<file path="src/rtl/halfstrip_checker_sat_counter.sv">
// Saturating up-counter with synchronous clear; holds at all-ones instead of wrapping.
module sat_counter #(
  parameter int W = 32
) (
  input  logic         clk,
  input  logic         reset,
  input  logic         clr,
  input  logic         inc,
  output logic [W-1:0] q
);

  logic [W-1:0] q_q;
  logic [W-1:0] q_d;

  always_comb begin
    q_d = q_q;
    if (clr) begin
      q_d = '0;
    end else if (inc && (q_q != {W{1'b1}})) begin
      q_d = q_q + W'(1);
    end
  end

  always_ff @(posedge clk) begin
    if (reset) begin
      q_q <= '0;
    end else begin
      q_q <= q_d;
    end
  end

  assign q = q_q;

endmodule

</file>
<file path="config.mk">
export PLATFORM = sky130hd
export DESIGN_NAME = sat_counter
export DESIGN_NICKNAME = d
export VERILOG_FILES = /design/src/rtl/halfstrip_checker_sat_counter.sv
export SDC_FILE = /design/constraint.sdc
export NUM_CORES = 1
export LEC_CHECK = 0
export BUFFER_PORTS_ARGS = -buffer_cell sky130_fd_sc_hd__buf_2
export CAP_MARGIN = 20
export CORE_UTILIZATION = 48
export CTS_BUF_LIST = sky130_fd_sc_hd__clkbuf_8 sky130_fd_sc_hd__clkbuf_16
export DETAILED_ROUTE_END_ITERATION = 10
export GPL_ROUTABILITY_DRIVEN = 1
export GPL_TIMING_DRIVEN = 0
export PLACE_DENSITY = 0.76
export SLEW_MARGIN = 10
export SYNTH_ARGS = -nofsm -noshare
export SYNTH_HDL_FRONTEND = slang
export SYNTH_SLANG_ARGS = --single-unit
</file>
<file path="constraint.sdc">
create_clock -name clk -period 2 [get_ports clk]
set_input_delay 0.4 -clock clk [delete_from_list [all_inputs] [get_ports clk]]
set_output_delay 0.4 -clock clk [all_outputs]
set_load 0.1 [all_outputs]
</file>
==> impl_results.md <==
- Status: complete, but fails checks
- Failing checks: negative setup slack
- CTS max path bufs: 2
- Crit path DAT: 2330 ps
- Worst R2R Path Depth: 5
- DP HPWL: around 3000 um
- FF-to-FF Start: q[7]$_SDFFE_PP0P_
- FMAX: 474 MHz
- Die Y: 60.1 um
- Ant diodes: 0
- Final setup vio count: 7
- GR Overflow Total: 0
- Worst slew margin: a little over 60%
- DRC violations left: 0
- Req. time, crit path: 2220 ps
- Tightest Pin Transition: between 500 and 600 ps
- Most common cell on crit path: or4_4
- R2R Path End: q[30]$_SDFFE_PP0P_
- Compound-gate portion of the synthesized area: 21.4%
- Largest cells by area after synthesis: dfxtp_1 (40%), or3_1 (5.8%), a21oi_1 (4.6%)
- First-pass GRT wire length: between 7000 and 8000 um
- Leading area contributor after synthesis: dfxtp_1
- Final hold violation count: 0
- ANT nets after route: 0
- I/O Pins: 36
- Die Wd: between 60 and 70 um
- Worst skew pair latency: 290 ps
- Syn_area_per_cell: 8.18 sq um
- Clk sinks: 32
- Post-CTS Hold Buffers: 0
- DR pass1 iterations: 6
- Clock root cell: clkbuf_8
- Crit path time final: between 2000 and 2500 ps
- WL final: between 5000 and 6000 um
- Largest net degree at the start of global routing: 11
- Maximum vdd ir drop: roughly 0.0005 V
- Hold path endpoint: q[2]$_SDFFE_PP0P_
- Layout cells sized above 1: between 40% and 50%
- CP max-delay cell: or4_4
- Crit path cell chain: clkinvlp_4, or4_4, or4_4, or3_1, a21oi_2
- Syn-to-layout area delta: 50.3%
- YS warnings: 0
- Worst hold start: inc
- FF+latch count, synth: 32
- Routed vias/inst: 6.15
- Die area: 3610 sq um
- Synth cell count leaders: dfxtp_1 (32), nand2_1 (18), nor2_1 (16)
- Synth unique cells: 37
- R2r setup slk: -110 ps
- P_leak: ~0.9 nW
- Starting Density: a little over 50%
- Routed vias: 1908
- Netlist Area Pre-Place: 1620 sq um
- H-tree depth: 2
- Mapped Nets: 203
- Nets: 270
- GPL Wtd Cong: 0.862
- CTS buffer count: 5
- Hold Path Depth: 3
- Total Power: 1.12 mW
- Count leader, synth: dfxtp_1
- Final worst slack: -111 ps
- Critical Path Source: q[7]$_SDFFE_PP0P_
- CP max stage delay: 540 ps
- Total negative slack: -238 ps
- CP Launch Type: register
- Sequential area share after synthesis: 39.5%
- Max FFs per register: 32
- IO Port Bufs: 35
- Largest family of logic cells by synthesized area: simple AND/OR/NAND/NOR gates
- Mux cell area share after synthesis: 0%
- Number of synthesized flops with an enable pin: 0
- Clock Skew: 3.26 ps
- Synth top area share: 39.5%
- Clock-pin slew on the worst setup and hold paths: 60 ps
- Crit path max fanout: 5
- Total GRT Usage: around 28%
- Max-slew violations: 0
- Pwr/cell area: 461 nW/um^2
- Synth Area in Adders: less than 1%
- Cells after synthesis: 198
- Final core occ: between 70% and 80%
- Main synth FF type: dfxtp_1
- Vias in the first global route: 1641
- # fillers: 214
- Synth Area in XOR/XNOR: 3.78%
- CP Class: reg2reg
- Max Cap Viol: 0
- WL/cell: 16.8 um
- Row count: 20
- Initial antenna violation count: 0
- DR iter-0 viols: 141
- Async SR Flop Fraction: 0%
- Simple-gate share of the synthesized area: 31.2%
- CTS tree: done
- Placement Setup Slack: -241 ps
- RSZ-0062 raised after global routing: yes
- Hold crit path type: in2reg
- Final Cycle Share: 106%
- CP Capture Type: register
- Core area: 3130 sq um
-- routing by layer --
layer  wire (um)  global-route usage (%)  vias to the layer above
li1            -                       -                      890
met4         173                    12.6                        0
met1        2190                    35.4                      903
met5           0                       0                        -
met3         388                    7.58                       18
met2        2470                    45.2                       97
-- stage by stage --
| stage | hold slack [ps] | cell area (sq um) | std cells |
|---|---|---|---|
| 3_3_place_gp | 459 | 2000 | 277 |
| 2_1_floorplan | 558 | 1770 | 198 |
| 6_report | 474 | 2440 | 310 |
| 3_5_place_dp | 481 | 2000 | 277 |
| 4_1_cts | 448 | 2210 | 300 |
| 5_1_grt | 499 | 2440 | 310 |
-- placed cells by master (no fill, tap or decap), types with 3 or more instances in the layout --
cell type	Yosys	final
buf_6	0	4
or3_1	15	13
nor2_1	16	15
nand3_1	12	11
xnor2_1	5	4
o21ai_1	5	7
a21oi_1	15	14
buf_4	0	25
nand2_1	18	17
dfxtp_2	0	3
nor4_1	4	3
o21ai_0	11	7
dfxtp_4	0	29
inv_1	4	5
or4_4	2	3
or4_1	4	3
clkbuf_8	0	5
clkbuf_1	5	4
a31oi_1	4	3
or3_4	1	3
o211ai_1	3	3
a41o_1	3	3
nand4_1	9	9
buf_2	4	35
-- final cells by class --
type	count	area (sq um)	area share, %
buffer	7	52.6	2.16
clock buffer	5	68.8	2.82
clock inverter	3	11.3	0.462
inverter	4	18.8	0.770
multi-input combinational	153	1090	44.8
sequential	32	753	30.9
tap	44	55.1	2.26
timing repair buffer	62	385	15.8
-- logic make-up after synthesis --
kind of cell | Yosys count
AO/OA/AOI/OAI | 54
XOR/XNOR | 7
adder cells (fa/ha/maj) | 1
buffers and inverters | 13
flip-flops | 32
AND/OR/NAND/NOR | 91
-- where the power goes --
part           total (mW)  switching [mW]  internal (mW)
Clock               0.465           0.233          0.231
Sequential          0.602         0.00165          0.600
Combinational      0.0560          0.0404         0.0155
-- how the worst max path moves through the flow --
stage	to	slack, ps	depth (start not counted)
floorplan	q[30]$_SDFFE_PP0P_	-270	5
global route	q[30]$_SDFFE_PP0P_	-150	5
CTS	q[30]$_SDFFE_PP0P_	-80	5
finish	q[30]$_SDFFE_PP0P_	-110	5
detailed placement	q[19]$_SDFFE_PP0P_	-240	7
global placement	q[30]$_SDFFE_PP0P_	-170	5
-- worst max-delay path, delay by kind of cell (launching register included) --
kind                   cells  cell delay (ps)
DFF                        1              380
and+or+nand+nor            3             1430
buffers and inverters      1               90
AOI/OAI and AO/OA          1              130
-- repair_timing --
action | in CTS | in global routing
setup endpoints to repair | 27 | 27
buffers inserted | 17 | 8
cloned | 0 | 2
pin swaps | 12 | 7
gates resized for setup | 7 | 36
Power figures use the tool's default switching activity.
